File: config.mk
export PLATFORM = sky130hd
export DESIGN_NAME = pcpi_sched_flat
export DESIGN_NICKNAME = d
export VERILOG_FILES = /design/src/rtl/pcpi_sched_pkg.sv /design/src/rtl/pcpi_sched_if.sv /design/src/rtl/pcpi_sched_timeout.sv /design/src/rtl/pcpi_sched.sv /design/src/flat_wrapper.sv
export SDC_FILE = /design/constraint.sdc
export NUM_CORES = 1
export LEC_CHECK = 0
export ABC_AREA = 1
export ABC_CLOCK_PERIOD_IN_PS = 1900
export BUFFER_PORTS_ARGS = -buffer_cell sky130_fd_sc_hd__clkbuf_2
export CAP_MARGIN = 20
export CORE_AREA = 2 2 169 171
export DETAILED_ROUTE_END_ITERATION = 8
export DIE_AREA = 0 0 171 173
export PLACE_DENSITY_LB_ADDON = 0.25
export SYNTH_ARGS = -nofsm -noshare
export SYNTH_HDL_FRONTEND = slang
export SYNTH_SLANG_ARGS = --single-unit
File: constraint.sdc
create_clock -name clk -period 1.9 [get_ports clk]
set_clock_uncertainty 0.05 [all_clocks]
set_input_delay 0.475 -clock clk [delete_from_list [all_inputs] [get_ports clk]]
set_output_delay 0.475 -clock clk [all_outputs]
set_load 0.005 [all_outputs]
File: src/rtl/pcpi_sched_pkg.sv
// pcpi_sched_pkg: shared encodings for the PCPI scheduler and the core decoder
package pcpi_sched_pkg;
   typedef enum logic [1:0] {IDLE = 2'd0, BUSY = 2'd1, DRAIN = 2'd2} state_e;
   localparam logic [6:0] MULDIV_FUNCT7 = 7'b0000001;
   localparam logic [6:0] OPCODE_REG = 7'b0110011;
   localparam logic SLOT_MUL = 1'b0;
   localparam logic SLOT_DIV = 1'b1;
   function automatic logic is_muldiv(input logic [31:0] insn);
      return insn[31:25] == MULDIV_FUNCT7;
   endfunction
endpackage

File: src/rtl/pcpi_sched_if.sv
// pcpi_sched_if: core-side PCPI port plus the mul and div slot ports
interface pcpi_sched_if;
   logic        pcpi_valid, pcpi_abort, pcpi_ready, pcpi_wr, pcpi_wait, pcpi_fault;
   logic [31:0] pcpi_insn, pcpi_rs1, pcpi_rs2, pcpi_rd, op_count;
   logic        mul_valid, mul_wr, mul_wait, mul_ready;
   logic        div_valid, div_wr, div_wait, div_ready;
   logic [31:0] mul_insn, mul_rs1, mul_rs2, mul_rd;
   logic [31:0] div_insn, div_rs1, div_rs2, div_rd;
   modport slave (
      input  pcpi_valid, pcpi_insn, pcpi_rs1, pcpi_rs2, pcpi_abort,
             mul_wr, mul_rd, mul_wait, mul_ready, div_wr, div_rd, div_wait, div_ready,
      output pcpi_ready, pcpi_wr, pcpi_rd, pcpi_wait, pcpi_fault, op_count,
             mul_valid, mul_insn, mul_rs1, mul_rs2, div_valid, div_insn, div_rs1, div_rs2
   );
   modport master (
      output pcpi_valid, pcpi_insn, pcpi_rs1, pcpi_rs2, pcpi_abort,
             mul_wr, mul_rd, mul_wait, mul_ready, div_wr, div_rd, div_wait, div_ready,
      input  pcpi_ready, pcpi_wr, pcpi_rd, pcpi_wait, pcpi_fault, op_count,
             mul_valid, mul_insn, mul_rs1, mul_rs2, div_valid, div_insn, div_rs1, div_rs2
   );
endinterface

File: src/rtl/pcpi_sched_timeout.sv
// pcpi_timeout: no-response counter, cleared on capture, stops at its last value
module pcpi_timeout #(
   parameter int TIMEOUT = 16,
   parameter int CNT_W = 5
) (
   input  logic clk,
   input  logic reset,
   input  logic clr_i,
   input  logic en_i,
   input  logic frz_i,
   output logic expire_o
);
   localparam logic [CNT_W-1:0] LAST = CNT_W'(TIMEOUT - 1);
   logic [CNT_W-1:0] cnt_q, cnt_d;
   always_comb cnt_d = clr_i ? '0 : (en_i && !frz_i && cnt_q != LAST) ? cnt_q + CNT_W'(1) : cnt_q;
   always_ff @(posedge clk) begin
      if (reset) cnt_q <= '0;
      else cnt_q <= cnt_d;
   end
   assign expire_o = en_i && cnt_q == LAST;
endmodule

File: src/rtl/pcpi_sched.sv
// pcpi_sched: routes PCPI M-extension ops to the mul or div slot with timeout and fault return
module pcpi_sched
   import pcpi_sched_pkg::*;
#(
   parameter int TIMEOUT = 16,
   parameter int CNT_W = 5
) (
   input logic clk,
   input logic reset,
   pcpi_sched_if.slave bus
);
   state_e state_q, state_d;
   logic [31:0] insn_q, insn_d, rs1_q, rs1_d, rs2_q, rs2_d, op_count_q, op_count_d;
   logic sel_q, sel_d, wait_seen_q, wait_seen_d;
   logic capture, busy, sel_ready, sel_wait, sel_wr, expire, done, tmo, fault, rdy, ok;
   logic [31:0] sel_rd;
   assign capture   = state_q == IDLE && bus.pcpi_valid && !bus.pcpi_abort;
   assign busy      = state_q == BUSY;
   assign sel_ready = sel_q == SLOT_DIV ? bus.div_ready : bus.mul_ready;
   assign sel_wait  = sel_q == SLOT_DIV ? bus.div_wait : bus.mul_wait;
   assign sel_wr    = sel_q == SLOT_DIV ? bus.div_wr : bus.mul_wr;
   assign sel_rd    = sel_q == SLOT_DIV ? bus.div_rd : bus.mul_rd;
   pcpi_timeout #(.TIMEOUT(TIMEOUT), .CNT_W(CNT_W)) u_timeout (
      .clk(clk), .reset(reset), .clr_i(capture), .en_i(busy),
      .frz_i(wait_seen_q || sel_wait), .expire_o(expire)
   );
   // ready wins over a same-cycle timeout; abort suppresses both
   assign done  = busy && sel_ready;
   assign tmo   = busy && !sel_ready && !wait_seen_q && expire;
   assign fault = state_q == DRAIN || tmo;
   assign rdy   = !bus.pcpi_abort && (done || fault);
   assign ok    = rdy && !fault;
   always_comb begin
      state_d     = bus.pcpi_abort ? IDLE : capture ? (is_muldiv(bus.pcpi_insn) ? BUSY : DRAIN) : rdy ? IDLE : state_q;
      insn_d      = capture ? bus.pcpi_insn : insn_q;
      rs1_d       = capture ? bus.pcpi_rs1 : rs1_q;
      rs2_d       = capture ? bus.pcpi_rs2 : rs2_q;
      sel_d       = capture ? bus.pcpi_insn[14] : sel_q;
      wait_seen_d = capture ? 1'b0 : (busy && sel_wait) ? 1'b1 : wait_seen_q;
      op_count_d  = (ok && op_count_q != '1) ? op_count_q + 32'd1 : op_count_q;
   end
   always_ff @(posedge clk) begin
      if (reset) begin
         state_q     <= IDLE;
         insn_q      <= '0;
         rs1_q       <= '0;
         rs2_q       <= '0;
         sel_q       <= SLOT_MUL;
         wait_seen_q <= 1'b0;
         op_count_q  <= '0;
      end else begin
         state_q     <= state_d;
         insn_q      <= insn_d;
         rs1_q       <= rs1_d;
         rs2_q       <= rs2_d;
         sel_q       <= sel_d;
         wait_seen_q <= wait_seen_d;
         op_count_q  <= op_count_d;
      end
   end
   assign bus.mul_valid  = busy && sel_q == SLOT_MUL;
   assign bus.div_valid  = busy && sel_q == SLOT_DIV;
   assign bus.mul_insn   = insn_q;
   assign bus.mul_rs1    = rs1_q;
   assign bus.mul_rs2    = rs2_q;
   assign bus.div_insn   = insn_q;
   assign bus.div_rs1    = rs1_q;
   assign bus.div_rs2    = rs2_q;
   assign bus.pcpi_ready = rdy;
   assign bus.pcpi_fault = rdy && fault;
   assign bus.pcpi_wr    = ok && sel_wr;
   assign bus.pcpi_rd    = ok ? sel_rd : '0;
   assign bus.pcpi_wait  = busy && wait_seen_q;
   assign bus.op_count   = op_count_q;
endmodule
File: src/flat_wrapper.sv
// flat-port wrapper written by rule: the top's interface ports become plain ports
module pcpi_sched_flat import pcpi_sched_pkg::*;
#(
   parameter int TIMEOUT = 16,
   parameter int CNT_W = 5
)
  (clk, reset, bus_pcpi_valid, bus_pcpi_insn, bus_pcpi_rs1, bus_pcpi_rs2, bus_pcpi_abort, bus_mul_wr, bus_mul_rd, bus_mul_wait, bus_mul_ready, bus_div_wr, bus_div_rd, bus_div_wait, bus_div_ready, bus_pcpi_ready, bus_pcpi_wr, bus_pcpi_rd, bus_pcpi_wait, bus_pcpi_fault, bus_op_count, bus_mul_valid, bus_mul_insn, bus_mul_rs1, bus_mul_rs2, bus_div_valid, bus_div_insn, bus_div_rs1, bus_div_rs2);
  pcpi_sched_if bus_i ();
  input logic clk;
  input logic reset;
  input wire logic [$bits(bus_i.pcpi_valid)-1:0] bus_pcpi_valid;
  input wire logic [$bits(bus_i.pcpi_insn)-1:0] bus_pcpi_insn;
  input wire logic [$bits(bus_i.pcpi_rs1)-1:0] bus_pcpi_rs1;
  input wire logic [$bits(bus_i.pcpi_rs2)-1:0] bus_pcpi_rs2;
  input wire logic [$bits(bus_i.pcpi_abort)-1:0] bus_pcpi_abort;
  input wire logic [$bits(bus_i.mul_wr)-1:0] bus_mul_wr;
  input wire logic [$bits(bus_i.mul_rd)-1:0] bus_mul_rd;
  input wire logic [$bits(bus_i.mul_wait)-1:0] bus_mul_wait;
  input wire logic [$bits(bus_i.mul_ready)-1:0] bus_mul_ready;
  input wire logic [$bits(bus_i.div_wr)-1:0] bus_div_wr;
  input wire logic [$bits(bus_i.div_rd)-1:0] bus_div_rd;
  input wire logic [$bits(bus_i.div_wait)-1:0] bus_div_wait;
  input wire logic [$bits(bus_i.div_ready)-1:0] bus_div_ready;
  output wire logic [$bits(bus_i.pcpi_ready)-1:0] bus_pcpi_ready;
  output wire logic [$bits(bus_i.pcpi_wr)-1:0] bus_pcpi_wr;
  output wire logic [$bits(bus_i.pcpi_rd)-1:0] bus_pcpi_rd;
  output wire logic [$bits(bus_i.pcpi_wait)-1:0] bus_pcpi_wait;
  output wire logic [$bits(bus_i.pcpi_fault)-1:0] bus_pcpi_fault;
  output wire logic [$bits(bus_i.op_count)-1:0] bus_op_count;
  output wire logic [$bits(bus_i.mul_valid)-1:0] bus_mul_valid;
  output wire logic [$bits(bus_i.mul_insn)-1:0] bus_mul_insn;
  output wire logic [$bits(bus_i.mul_rs1)-1:0] bus_mul_rs1;
  output wire logic [$bits(bus_i.mul_rs2)-1:0] bus_mul_rs2;
  output wire logic [$bits(bus_i.div_valid)-1:0] bus_div_valid;
  output wire logic [$bits(bus_i.div_insn)-1:0] bus_div_insn;
  output wire logic [$bits(bus_i.div_rs1)-1:0] bus_div_rs1;
  output wire logic [$bits(bus_i.div_rs2)-1:0] bus_div_rs2;
  assign bus_i.pcpi_valid = bus_pcpi_valid;
  assign bus_i.pcpi_insn = bus_pcpi_insn;
  assign bus_i.pcpi_rs1 = bus_pcpi_rs1;
  assign bus_i.pcpi_rs2 = bus_pcpi_rs2;
  assign bus_i.pcpi_abort = bus_pcpi_abort;
  assign bus_i.mul_wr = bus_mul_wr;
  assign bus_i.mul_rd = bus_mul_rd;
  assign bus_i.mul_wait = bus_mul_wait;
  assign bus_i.mul_ready = bus_mul_ready;
  assign bus_i.div_wr = bus_div_wr;
  assign bus_i.div_rd = bus_div_rd;
  assign bus_i.div_wait = bus_div_wait;
  assign bus_i.div_ready = bus_div_ready;
  assign bus_pcpi_ready = bus_i.pcpi_ready;
  assign bus_pcpi_wr = bus_i.pcpi_wr;
  assign bus_pcpi_rd = bus_i.pcpi_rd;
  assign bus_pcpi_wait = bus_i.pcpi_wait;
  assign bus_pcpi_fault = bus_i.pcpi_fault;
  assign bus_op_count = bus_i.op_count;
  assign bus_mul_valid = bus_i.mul_valid;
  assign bus_mul_insn = bus_i.mul_insn;
  assign bus_mul_rs1 = bus_i.mul_rs1;
  assign bus_mul_rs2 = bus_i.mul_rs2;
  assign bus_div_valid = bus_i.div_valid;
  assign bus_div_insn = bus_i.div_insn;
  assign bus_div_rs1 = bus_i.div_rs1;
  assign bus_div_rs2 = bus_i.div_rs2;
  pcpi_sched #(.TIMEOUT(TIMEOUT), .CNT_W(CNT_W)) u_core (.clk(clk), .reset(reset), .bus(bus_i));
endmodule
# == Yosys cells after proc, flatten, opt, wreduce, memory -nomap -nowiden ==
# Cells that the tools add are included.
# op_classes
add_sub_neg,2
n_eq_ne,6
muxes,8
n_bitwise,1
reduce_logical,30
# op_table
op,n
2-to-1 mux 32 bit,2
adder 32 x 1 -> 32 bit (second input constant),1
!= test 32 bit (second input constant),1
logical AND 1 bit,18
== test 7 x 1 -> 1 bit (second input constant),1
2-to-1 mux 2 bit,3
adder 5 x 1 -> 5 bit (second input constant),1
== test 5 x 4 -> 1 bit (second input constant),1
zero test 1 bit,5
!= test 5 x 4 -> 1 bit (second input constant),1
OR reduction 2 bit,2
logical OR 1 bit,3
2-to-1 mux 1 bit,3
== test 2 x 1 -> 1 bit (second input constant),1
== test 2 bit (second input constant),1
zero test 2 bit,1
nonzero test 2 bit,1
NOT 1 bit,1
# totals
reg_bits,137
in_bits,170
output_inout_bits,262

# == Longest topological paths before layout ==
# Gate-level depths: netlist of the first run.
# depth
ltp_word,10
mapped_depth,11

# == Hierarchy ==
# Synthesis of the first run repeated with hierarchy kept, for this count alone.
# unflattened
cells_unflattened,1044
hier_area_um2,7030.5
# by_module_without_submodules
mod,instances,cells_each,area_each_um2,seq_area_each_um2
pcpi_sched,1,1007,6767.7,2622.5
pcpi_timeout,1,37,262.8,100.1

# == Worst setup path before layout of the first run ==
# No wires, ideal clock.
# synth_path
path_type,in2out
from,input port bus_div_ready
to,output port bus_pcpi_rd[22]
t_arrival_ns,1.381
t_required_ns,1.375
path_slack_ns,-0.006
path_stages,7
path_cell_list,inv_1 -> nand2_1 -> o21ai_0 -> nor2_1 -> clkinv_1 -> clkbuf_1 -> a21oi_1
# synth_between
elab_chain_cells,10
# synth_rtl
element,line,text
start: declaration,flat_wrapper.sv:23,input wire logic [$bits(bus_i.div_ready)-1:0] bus_div_ready;
2-to-1 mux 1 bit *,pcpi_sched.sv:19,assign sel_ready = sel_q == SLOT_DIV ? bus.div_ready : bus.mul_ready;
zero test 1 bit,pcpi_sched.sv:29,assign tmo = busy && !sel_ready && !wait_seen_q && expire;
logical AND 1 bit (3 in a row),pcpi_sched.sv:29,
logical OR 1 bit,pcpi_sched.sv:30,assign fault = state_q == DRAIN || tmo;
logical OR 1 bit,pcpi_sched.sv:31,assign rdy = !bus.pcpi_abort && (done || fault);
logical AND 1 bit,pcpi_sched.sv:31,
logical AND 1 bit *,pcpi_sched.sv:32,assign ok = rdy && !fault;
2-to-1 mux 32 bit *,pcpi_sched.sv:72,assign bus.pcpi_rd = ok ? sel_rd : '0;
end: declaration,flat_wrapper.sv:26,output wire logic [$bits(bus_i.pcpi_rd)-1:0] bus_pcpi_rd;
# Every way passes the cells marked *; elsewhere a longest branch is shown, timed or not.

# == Worst setup path in the final report of the first run ==
# layout_path
from,register u_core.u_timeout.cnt_q[1]
to,output port bus_pcpi_ready
# layout_between
elab_chain_cells,6
# layout_rtl
element,line,text
start: declaration,pcpi_sched_timeout.sv:14,"logic [CNT_W-1:0] cnt_q, cnt_d;"
start signal: assignment,pcpi_sched_timeout.sv:18,else cnt_q <= cnt_d;
== test 5 x 4 -> 1 bit,pcpi_sched_timeout.sv:20,assign expire_o = en_i && cnt_q == LAST;
logical AND 1 bit,pcpi_sched_timeout.sv:20,
logical AND 1 bit,pcpi_sched.sv:29,
logical OR 1 bit,pcpi_sched.sv:30,
logical OR 1 bit,pcpi_sched.sv:31,
logical AND 1 bit,pcpi_sched.sv:31,
end: declaration,flat_wrapper.sv:24,output wire logic [$bits(bus_i.pcpi_ready)-1:0] bus_pcpi_ready;
# Every way passes these cells.

==> reports/summary.md, run 1 <==
In this run the number of H-tree levels came out at 4. Setup violations remaining at the end of the flow were counted as 35. For this design the static power due to leakage is 5.04 nW. The via count of the first global-routing pass was 7444. Count of final hold-check violations: 0. Based on the critical path, the design can be clocked at up to 0.427 GHz. The net count of the mapped netlist is 1203, and the remaining antenna violation count is 0. The global routing met2 resource utilization is 31.1%, and the worst hold slack after final layout is 0.248 ns. After synthesis the netlist holds a flip-flop and latch count of 136.

The number of detailed-route iterations in the first pass is 4. Global routing used 22.5% of the available met1 tracks. Post-layout minimum cycle time: 2.34 ns.

The number of rows created at floorplan was 61. After synthesis, the cell types taking the most area are dfxtp_1, nor2_1, buf_4. The unique cell type count in the Yosys netlist is 28, and the count of clock tree sinks is 136. For the cell area after technology mapping, the log shows 7030 um2.

The worst-path maximum fanout was 3. The tools report the number of buffers inserted during clock tree synthesis as 17. The final cycle utilization of the critical path works out to 123%. At the pin with the least slew margin, the transition time is 0.377 ns.

The run finished, with violations left. For the smallest setup slack after layout, the log shows -0.440 ns. Setup repair after global routing could not meet its margin everywhere. The checks that failed: setup timing. The total wire length after detailed routing was 27.9 mm; the effective utilization at floorplan was 25.5%. The number of placed instances, taps included, is 1755. The worst setup slack before clock tree synthesis is -0.179 ns, and the floorplan die width is 171 um. The area growth from synthesis to layout is 49.8%. No sink is reached through more buffers than the 2 on the longest clock path. TritonCTS built the clock tree. The overall die height is 173 um. The critical path is of the reg -> out type. The number of buffers inserted by port buffering works out to 431. The tools report the count of fill cells added during filler insertion as 3018.

The critical path arrival was 1.82 ns. The routed length per instance came out at 15.4 um. For this run, asynchronously set or reset flops after synthesis account for 0%. The post-DP HPWL is 20.7 mm. The first global-routing pass estimated 41.3 mm of wire. STA puts the critical path data required time at 1.37 ns. The run gives 27600 um2 as the standard cell core area. Type of the worst min-delay path: in -> reg. For this run, the total global-route usage over all layers was measured as 18.1%. For the largest net degree at the start of global routing, the log shows 78. In the layout the commonest cells are clkbuf_2, nor2_1, nand2_1. The final cell count without fillers came out at 1810. For this run, design rule violations remaining after detail routing come to 0.

For this design the ratio of total power to cell area is 724 nW/um2. Clock-pin slew was measured on the worst setup and hold paths at 0.07 ns. Dividing the synthesized area by the synthesized cell count gives 6.83 um2. Headroom to the max-slew limit came out at 74.9%. The logs give 0 for the count of final max-slew check failures and -11.44 ns for the setup TNS. The number of top-level design ports came out at 432. IR analysis of the VDD net gives a maximum drop of 0.561 mV. The clock reaches the later pin of the worst-skew pair after 0.41 ns.

The total power is 7.63 mW, and the global-route track usage on met3 is 4.62%. Initial DRC count: 494. The layer flagged by global routing as most heavily used is met2. Clock root buffer: clkbuf_16. Flip-flop cell with the highest count after synthesis: dfxtp_1.

The tools report the initial antenna violation count as 4. The library cell used most frequently in the layout, excluding fill and tap cells, is clkbuf_2. STA classifies the critical path endpoint as an output pin.

The worst setup path is launched from a flop. For the final net count, the log shows 1590. Using the TritonRoute via totals, the vias-per-cell ratio works out to 4.37. For this run, the number of Yosys warnings is 0. Cells with a size suffix above 1 make up 45.6% of the layout. After synthesis, the largest area contributor takes up 38.7% of total cell area. The logs give 3450 um2 for the area taken by multi-input logic gates and 1030 for the number of standard cells after synthesis. For the sequential-to-total area share from yosys stat, the log shows 38.7%.

The biggest area contributor in the post-synthesis netlist is dfxtp_1. The die covers 29600 um2. After global routing the overflow that remains totals 0.

Routability-driven placement finished with a final weighted congestion of 0.921. The via count was 7902; the number of enable flip-flop cells after synthesis was 0. The sequential cells in the finished layout cover a total of 2730 um2. The max-capacitance violation count is 0.
final timing paths:
check                                  from                endpoint  slack, ns  cells after the start
setup reg to reg     u_core.bus.op_count[8]  u_core.bus.op_count[6]       0.12                     10
hold / removal              bus_pcpi_rs1[7]   u_core.bus.div_rs1[7]       0.25                      3
setup / recovery  u_core.u_timeout.cnt_q[1]          bus_pcpi_ready      -0.44                     11
hold reg to reg           u_core.state_q[1]       u_core.state_q[1]       0.43                      2
logic make-up after synthesis:
logic type | synth area share [%]
fa+ha+maj | 0.534
simple gates | 29.6
flops | 38.7
compound gates | 13.2
xor+xnor | 1.99
buf+inv | 16.0
layout make-up:
class	count	area share, %
clock buffers	17	4.04
diodes	3	0.0713
flip-flops and latches	136	25.9
multi-input cells	703	32.8
clock inverters	14	1.57
repair buffers	514	29.4
well taps	378	4.49
inverters	45	1.73
cell usage after synthesis (all sizes together) (10+ instances only):
master and n:
inv 43, nand4 11, a21oi 64, clkbuf 32
nor2 270, nand2 207, dfxtp 136, o21ai 106
xor2 10, nand3 17, buf 114
registers in the layout, summed over array words and instances (netlist names):
register                flops
u_core.state_q              2
u_core.bus.div_rs2         32
u_core.bus.op_count        32
u_core.bus.div_insn        32
u_core.wait_seen_q          1
u_core.bus.div_rs1         32
u_core.u_timeout.cnt_q      5
power by group:
| group | internal [mW] | leakage [nW] | switching [mW] |
|---|---|---|---|
| sequential | 2.99 | 1.12 | 0.134 |
| combinational | 0.517 | 3.65 | 0.538 |
| clock | 1.97 | 0.277 | 1.48 |
| total | 5.48 | 5.04 | 2.15 |
worst max-delay path, cell delays in order, from the launching register on:
cell,delay (ns)
dfxtp_2,0.36
ha_4,0.14
inv_2,0.04
nor3_2,0.10
ha_2,0.19
inv_2,0.04
nor2_1,0.07
nand3_1,0.08
o21ai_1,0.10
nand2_2,0.10
nand2_1,0.07
buf_2,0.10
what timing repair did:
| item | CTS | global route |
|---|---|---|
| gates resized for setup | 65 | 70 |
| setup buffers | 12 | 8 |
| pin swaps | 4 | 6 |
| hold buffers | 0 | 0 |
| cloned | 9 | 0 |
| setup endpoints to repair | 48 | 66 |
routing by layer:
metal	wire length, um	up-vias
li1	-	3939
met1	12000	3663
met2	13800	268
met3	1770	30
met4	302	2
met5	18	-
stage by stage:
stage / cell area [um2] / utilization, %
2_1_floorplan: 7040 / -
3_3_place_gp: 9250 / 33.5
3_5_place_dp: 9250 / 33.5
4_1_cts: 10400 / 37.7
5_1_grt: 10500 / 38.1
6_report: 10500 / 38.1
Note: power is estimated with default switching activity, not from simulation.
==> run 2, diff against run 1 <==
--- a/config.mk
+++ b/config.mk
@@ -6,13 +6,14 @@
 export NUM_CORES = 1
 export LEC_CHECK = 0
 export ABC_AREA = 1
-export ABC_CLOCK_PERIOD_IN_PS = 1900
+export ABC_CLOCK_PERIOD_IN_PS = 2600
 export BUFFER_PORTS_ARGS = -buffer_cell sky130_fd_sc_hd__clkbuf_2
 export CAP_MARGIN = 20
-export CORE_AREA = 2 2 169 171
+export CORE_AREA = 2 2 165 167
 export DETAILED_ROUTE_END_ITERATION = 8
-export DIE_AREA = 0 0 171 173
+export DIE_AREA = 0 0 167 169
 export PLACE_DENSITY_LB_ADDON = 0.25
 export SYNTH_ARGS = -nofsm -noshare
 export SYNTH_HDL_FRONTEND = slang
+export SYNTH_HIERARCHICAL = 1
 export SYNTH_SLANG_ARGS = --single-unit
==> constraint.sdc (replaced) <==
create_clock -name clk -period 2.6 [get_ports clk]
set_clock_uncertainty 0.05 [all_clocks]
set_input_delay 0.65 -clock clk [delete_from_list [all_inputs] [get_ports clk]]
set_output_delay 0.65 -clock clk [all_outputs]
set_load 0.005 [all_outputs]
==> run 2 against run 1 <==
The flow now finishes without violations. Sequential power down 27%. Synthesized area about the same. Die area down 4.6%. Critical path type unchanged. Largest power group unchanged.
==> reports/summary.md, run 2 <==
The run finished with clean final reports. The sequential standard cell area was 2730 um2 (-0.18%). The async set or reset register ratio after synthesis works out to 0% (unchanged). The remaining antenna violation count is 0 (unchanged), and the smallest setup slack after layout is 0.173 ns (+0.613 ns). Number of buffers inserted by port buffering: 431 (unchanged). The initial antenna violation count was 2 (-2); the number of buffers inserted to repair setup after CTS was 0 (-12). Among all flip-flop cells after synthesis, the most frequent one is dfxtp_1. Worst-margin pin slew: 0.637 ns (+0.260 ns). The finished layout cell area was 9450 um2 (-10%); the number of stages on the worst hold path was 3 (unchanged). In the post-synthesis netlist, the biggest area contributors are dfxtp_1, nor2_1, nand2_1. The run gives 1217 (+1.2%) as the net count of the mapped netlist. The initial DRC count was 491 (-0.61%). The tools report the unique cell type count in the Yosys netlist as 28 (unchanged). The critical path arrival is 1.73 ns (-0.09 ns), and the number of rows created at floorplan is 60 (-1.6%). The max-slew headroom at the worst pin is 57.6% (-17 points), and the post-DP HPWL is 21.6 mm (+4.2%). The run gives 28200 um2 (-4.6%) as the area of the die.

The floorplan die width is 167 um (-2.3%). The count of clock tree sinks was 136 (unchanged); the total wire length after detailed routing was 27.6 mm (-1.1%). The tools report the via count as 7604 (-3.8%). The logs give 35.7% (-2.5 points) for the final cell utilization of the core and 1.90 ns (+0.53 ns) for the worst path required time.

The type of the worst min-delay path was in -> reg. For the finished layout, the period the worst path requires is 2.43 ns. The run gives 0.41 ns (about the same) as the worst-skew pair later-pin latency. The setup TNS came out at 0 ns (+11.44 ns). The count of final hold-check violations is 0 (unchanged). Setup repair after global routing left no endpoint under its margin. The synthesized area divided by synthesized cell count came out at 6.73 um2 (-1.4%). For the final RePlAce weighted congestion, the log shows 0.922 (about the same). Most common cell after layout, fill and taps aside: clkbuf_2. The number of buffers inserted during clock tree synthesis was 17 (unchanged); the leakage power total was 4.50 nW (-11%). The cell area after technology mapping came out at 7030 um2 (about the same). The number of detailed-route iterations in the first pass was 5 (+1); the number of enable flip-flop cells after synthesis was 0 (unchanged). Walking the worst path, the cells encountered are inv_1, nand2_4, nor2_1, nand2_1, buf_4, a21oi_1, clkbuf_2.

For the total global-route track usage, the log shows 18.7% (+0.63 points). In the synthesized netlist, the cells that appear most often are nor2_1, nand2_1, dfxtp_1. The final net count was 1538 (-3.3%). The max-capacitance violation count is 0 (unchanged), and the number of remaining DRC errors is 0 (unchanged). The power density of the placed cells was 561 nW/um2 (-23%). The run gives 0 (-100%) as the setup-violating endpoint count in the final report. The delay of the slowest cell on the worst path was 0.32 ns (-0.04 ns). The sequential-to-total area share from yosys stat came out at 38.7% (about the same).

Share of layout cells above drive strength 1: 37.7% (-8.0 points). The tools report the number of placed instances, taps included as 1687 (-3.9%). The number of cells on the worst reg-to-reg path works out to 11 (+1).

The largest net degree at the start of global routing was 64 (-18%); the clock-pin transition on the worst setup and hold timing paths was 0.07 ns (about the same). The top cell types in the final layout, fill and taps aside, are clkbuf_2, nor2_1, nand2_1. The tools report the via count of the first global-routing pass as 7124 (-4.3%). Relative to the synthesized area, the layout overhead comes to 34.4%. For this run, the top clock speed supported by timing is 0.412 GHz. The number of levels in the clock H-tree is 4 (unchanged), and the synthesis warning total is 6 (+6). The tools report the peak supply drop as 0.285 mV (-49%). The final cycle utilization of the critical path works out to 93.4%. The worst setup path is launched from a flop. TritonCTS built the clock tree.

The routed length per instance is 16.0 um (+4.0%). The total overflow reported by the global router is 0 (unchanged), and the standard cell core area is 26500 um2 (-4.1%). The worst-path maximum fanout is 29 (+26), and the overall die height is 169 um (-2.3%). The worst setup slack before clock tree synthesis came out at 0.315 ns (+0.494 ns). For the count of fill cells added during filler insertion, the log shows 2970 (-1.6%). The slowest stage of the critical path belongs to the cell dfxtp_1. The effective utilization at floorplan came out at 26.5% (+1.1 points).

The critical path is of the reg -> out type. In the post-synthesis netlist, the cell with the most instances is nor2_1. The number of top-level design ports was 432 (unchanged).

The logs give 0 (unchanged) for the count of final max-slew check failures and 1721 (-4.9%) for the final cell count without fillers. The top cell type's share of synthesized area is 38.7% (about the same). STA classifies the critical path endpoint as an output pin. The synthesis-stage register bit count came out at 136 (unchanged). For the wire length of the first global-routing pass, the log shows 40.8 mm (-1.3%). The area taken by multi-input logic gates was 3250 um2 (-5.9%); the number of hold buffers added after CTS was 0 (unchanged). The detailed-route vias per instance works out to 4.42 (+1.2%). The root buffer cell chosen for the clock tree is clkbuf_16. Largest buffer count on any clock path: 2 (unchanged). The largest total area in the synthesized netlist belongs to dfxtp_1. The number of standard cells after synthesis came out at 1044 (+1.4%). For the area after detailed placement, the log shows 8860 um2 (-4.2%).
## run 2: cell types whose count changed after synthesis, moves of 3 or more
cell	change
a21oi_1	+5
buf_1	-6
nand2_2	-6
nor3_1	-4
nand2_1	+31
nand3_1	+11
inv_1	-5
o21ai_0	-3
nor2_2	-4
clkbuf_1	+4
nand4_1	-6
## run 2: layer usage
metal | part of all wire [%] | global-route usage, % | up-vias
li1 | - | - | 3845
met1 | 41 | 22.1 | 3471
met2 | 51 | 33.0 | 255
met3 | 6.0 | 4.84 | 33
met4 | 2.0 | 6.11 | 0
met5 | 0 | 0 | -
## run 2: timing repair
item,4_1_cts,5_1_grt
gates resized for setup,0,10
endpoints found under the setup margin,0,35
endpoints found under the hold margin,0,0
## run 2: cells by family (layout without fill, tap and decap cells)
family | after synthesis | count (layout) | synth area share, %
flip-flops | 136 | 136 | 38.7
XOR/XNOR | 15 | 15 | 1.87
AO/OA/AOI/OAI | 173 | 173 | 13.4
other | 0 | 2 | 0
adder cells (fa/ha/maj) | 3 | 3 | 0.534
AND/OR/NAND/NOR | 532 | 532 | 29.9
buffers and inverters | 185 | 519 | 15.6
## run 2: final timing paths
path / startpoint / to / slack, ns
worst max register to register: u_core/bus.op_count[0] / u_core/bus.op_count[15] / 0.42
worst min register to register: u_core/u_timeout/cnt_q[1] / u_core/u_timeout/cnt_q[1] / 0.45
worst min-delay path: bus_pcpi_insn[16] / u_core/bus.div_insn[16] / 0.43
worst max-delay path: u_core/state_q[1] / bus_pcpi_rd[23] / 0.17
## run 2: stage by stage
| stage | hold WS (ns) | total power, mW |
|---|---|---|
| 2_1_floorplan | 0.409 | 2.71 |
| 3_3_place_gp | 0.425 | 3.03 |
| 3_5_place_dp | 0.430 | 3.03 |
| 4_1_cts | 0.407 | 5.40 |
| 5_1_grt | 0.414 | 5.57 |
| 6_report | 0.431 | 5.30 |
## run 2: worst max-delay path, delay by kind of cell, from the launching register on
| family | cells | cell delay, ns |
|---|---|---|
| and+or+nand+nor | 3 | 0.31 |
| AOI/OAI and AO/OA | 1 | 0.18 |
| buffers and inverters | 3 | 0.51 |
| DFF | 1 | 0.32 |
## run 2: final cells by class
| type | instances | area share, % |
|---|---|---|
| multi-input cells | 723 | 34.4 |
| flip-flops and latches | 136 | 28.9 |
| repair buffers | 448 | 24.7 |
| well taps | 341 | 4.52 |
| clock buffers | 17 | 4.50 |
| inverters | 39 | 1.56 |
| clock inverters | 15 | 1.38 |
| diodes | 2 | 0.0530 |
## run 2: where the power goes
part	internal, mW	switching, mW
registers	2.19	0.0991
clock network	1.26	1.07
logic	0.322	0.369
total	3.76	1.53
==> run 3, diff against run 2 <==
--- a/config.mk
+++ b/config.mk
@@ -9,10 +9,12 @@
 export ABC_CLOCK_PERIOD_IN_PS = 2600
 export BUFFER_PORTS_ARGS = -buffer_cell sky130_fd_sc_hd__clkbuf_2
 export CAP_MARGIN = 20
-export CORE_AREA = 2 2 165 167
+export CORE_AREA = 2 2 168 170
 export DETAILED_ROUTE_END_ITERATION = 8
-export DIE_AREA = 0 0 167 169
+export DIE_AREA = 0 0 170 172
+export GPL_TIMING_DRIVEN = 0
 export PLACE_DENSITY_LB_ADDON = 0.25
+export SLEW_MARGIN = 10
 export SYNTH_ARGS = -nofsm -noshare
 export SYNTH_HDL_FRONTEND = slang
 export SYNTH_HIERARCHICAL = 1
==> run 3 against run 2 <==
Largest cell class unchanged. Combinational power rose by 22%. Worst setup slack got worse by 0.086 ns. Sequential power barely moved. Non-clock buffer count rose by 133. Fmax fell by 3.4%. Utilization rose by 2.1 points. Flip-flop and latch count did not move. Critical path type unchanged.
==> reports/summary.md, run 3 (synthesis results as in run 2) <==
The logs give 37.8% (+2.1 points) for the final cell utilization of the core and 5.09 nW (+13%) for the leakage power total. The smallest setup slack after layout came out at 0.0870 ns (-0.0859 ns). The run gives 0 (unchanged) as the number of remaining DRC errors. The wire length of the first global-routing pass came out at 41.1 mm (+0.59%). TritonCTS built the clock tree. The number of stages on the worst hold path is 3 (unchanged).

The number of cells on the worst reg-to-reg path was 7 (-4); the routed length per instance was 15.7 um (-1.9%). The worst setup slack before clock tree synthesis was -0.214 ns (-0.529 ns); the post-DP HPWL was 23.9 mm (+11%). The top cell types in the final layout, fill and taps aside, are clkbuf_2, nor2_1, nand2_1. The total overflow reported by the global router came out at 0 (unchanged). The post-layout minimum cycle time came out at 2.51 ns (+0.0859 ns). The worst setup path is launched from a flop. The tools report the final cell count without fillers as 1857 (+7.9%). The number of rows created at floorplan is 61 (+1.7%), and the clock-pin transition on the worst setup and hold timing paths is 0.07 ns (about the same).

Reg2reg setup slack: 0.35 ns (-0.07 ns). The run gives 0.355 mV (+25%) as the peak supply drop. The largest buffer count on any clock path is 2 (unchanged), and the highest clock rate is 0.398 GHz (-3.4%).

The tools report the standard cell core area as 27500 um2 (+3.7%). The worst setup path is captured at an output pin. The number of inserted diodes was 0 (-2); the power density of the placed cells was 523 nW/um2 (-6.7%). The worst-path maximum fanout came out at 10 (-66%).

The number of hold buffers added after CTS is 0 (unchanged). For the initial DRC count, the log shows 314 (-36%). The number of top-level design ports was 432 (unchanged); the share of layout cells above drive strength 1 was 42.0% (+4.3 points). The area of the die is 29200 um2 (+3.6%). The run finished with clean final reports. The overall die height is 172 um (+1.8%), and the initial antenna violation count is 0 (-2). The final net count is 1671 (+8.6%), and the worst-margin pin slew is 0.738 ns (+0.101 ns).

The floorplan die width came out at 170 um (+1.8%). The type of the worst min-delay path is in -> reg. Setup repair after global routing could not meet its margin everywhere. For the number of buffers inserted during clock tree synthesis, the log shows 17 (unchanged). The via count was 7924 (+4.2%). The total wire length after detailed routing was 29.2 mm (+5.8%); the max-capacitance violation count was 0 (unchanged). By startpoint and endpoint, the worst setup path is classified as reg -> out. The setup-violating endpoint count in the final report was 0 (unchanged). Clock root buffer: clkbuf_16.

For the worst path required time, the log shows 1.90 ns (about the same). The library cell used most frequently in the layout, excluding fill and tap cells, is clkbuf_2. The number of placed instances, taps included was 1821 (+7.9%).

The tools report the total power as 5.43 mW (+2.6%). The number of buffers inserted by port buffering is 431 (unchanged). The tools report the number of levels in the clock H-tree as 4 (unchanged). Layout overhead on the synthesized area: 47.7%. The via count of the first global-routing pass is 7159 (+0.49%), and the largest net degree at the start of global routing is 17 (-73%). The remaining antenna violation count was 0 (unchanged). For the count of final hold-check violations, the log shows 0 (unchanged). For the worst-skew pair later-pin latency, the log shows 0.41 ns (about the same). The detailed-route vias per instance was 4.27 (-3.4%); the final cycle utilization of the critical path was 96.7% (+3.3 points). The count of final max-slew check failures is 0 (unchanged).

The total global-route track usage is 18.8% (+0.13 points), and the max-slew headroom at the worst pin is 50.8% (-6.8 points). The logs give 0.901 (-2.3%) for the final RePlAce weighted congestion and 25.6% (-0.94 points) for the effective utilization at floorplan. Critical path arrival: 1.81 ns (+0.08 ns). The number of detailed-route iterations in the first pass came out at 5 (unchanged). The tools report the count of clock tree sinks as 136 (unchanged).
run 3: cell types whose count changed in the layout (fill, tap and decap cells not counted), moves of 4 or more:
| cell | previous run | this run |
|---|---|---|
| buf_4 | 13 | 103 |
| clkbuf_1 | 0 | 29 |
| a21oi_1 | 49 | 36 |
| a21oi_2 | 20 | 30 |
| buf_2 | 0 | 10 |
| buf_8 | 0 | 6 |
| clkbuf_2 | 430 | 425 |
| inv_6 | 7 | 2 |
| buf_1 | 0 | 4 |
| buf_12 | 4 | 0 |
| buf_6 | 0 | 4 |
| clkinv_4 | 1 | 5 |
run 3: per-stage QoR:
stage                     setup TNS, ns  area [um2]  hold WS, ns
after floorplan                       0        7030        0.409
final                                 0       10400        0.430
after global placement            -8.00        9620        0.422
after CTS                       -0.0535       10300        0.405
after global routing             -0.253       10400        0.420
after detailed placement         -10.98        9620        0.432
run 3: worst max-delay path: stages (launching register included):
cell	delay, ns
dfxtp_2	0.36
buf_4	0.18
clkbuf_1	0.38
nand2_1	0.16
a21oi_2	0.18
clkbuf_2	0.13
run 3: cell type report:
class	instances	area (um2)
fillers	3010	17100
clock buffers	17	425
well taps	346	433
flip-flops and latches	136	2730
inverters	39	150
clock inverters	15	138
repair buffers	435	2220
multi-input cells	723	3300
plain buffers	146	986
run 3: repair_timing:
item	4_1_cts	5_1_grt
pin swaps	2	3
hold endpoints to repair	0	0
resized for setup	28	37
buffers inserted	2	1
endpoints found under the setup margin	31	33
cloned	1	0
run 3: layer usage:
layer | GRT usage (%) | up-vias | wire, um
li1 | - | 4121 | -
met3 | 5.42 | 27 | 1990
met2 | 34.3 | 233 | 14800
met5 | 0 | - | 0
met4 | 6.17 | 0 | 735
met1 | 21.2 | 3543 | 11600
run 3: path summary, 6_finish.rpt:
check	startpoint	end
max reg2reg	u_core/state_q[0]	u_core/u_timeout/cnt_q[0]
max	u_core/bus.div_insn[14]	bus_pcpi_rd[16]
min reg2reg	u_core/u_timeout/cnt_q[0]	u_core/u_timeout/cnt_q[0]
min	bus_pcpi_insn[25]	u_core/bus.div_insn[25]
run 3: where the power goes:
part	switching [mW]	internal (mW)
registers	0.0934	2.19
clock network	1.05	1.26
logic	0.408	0.432
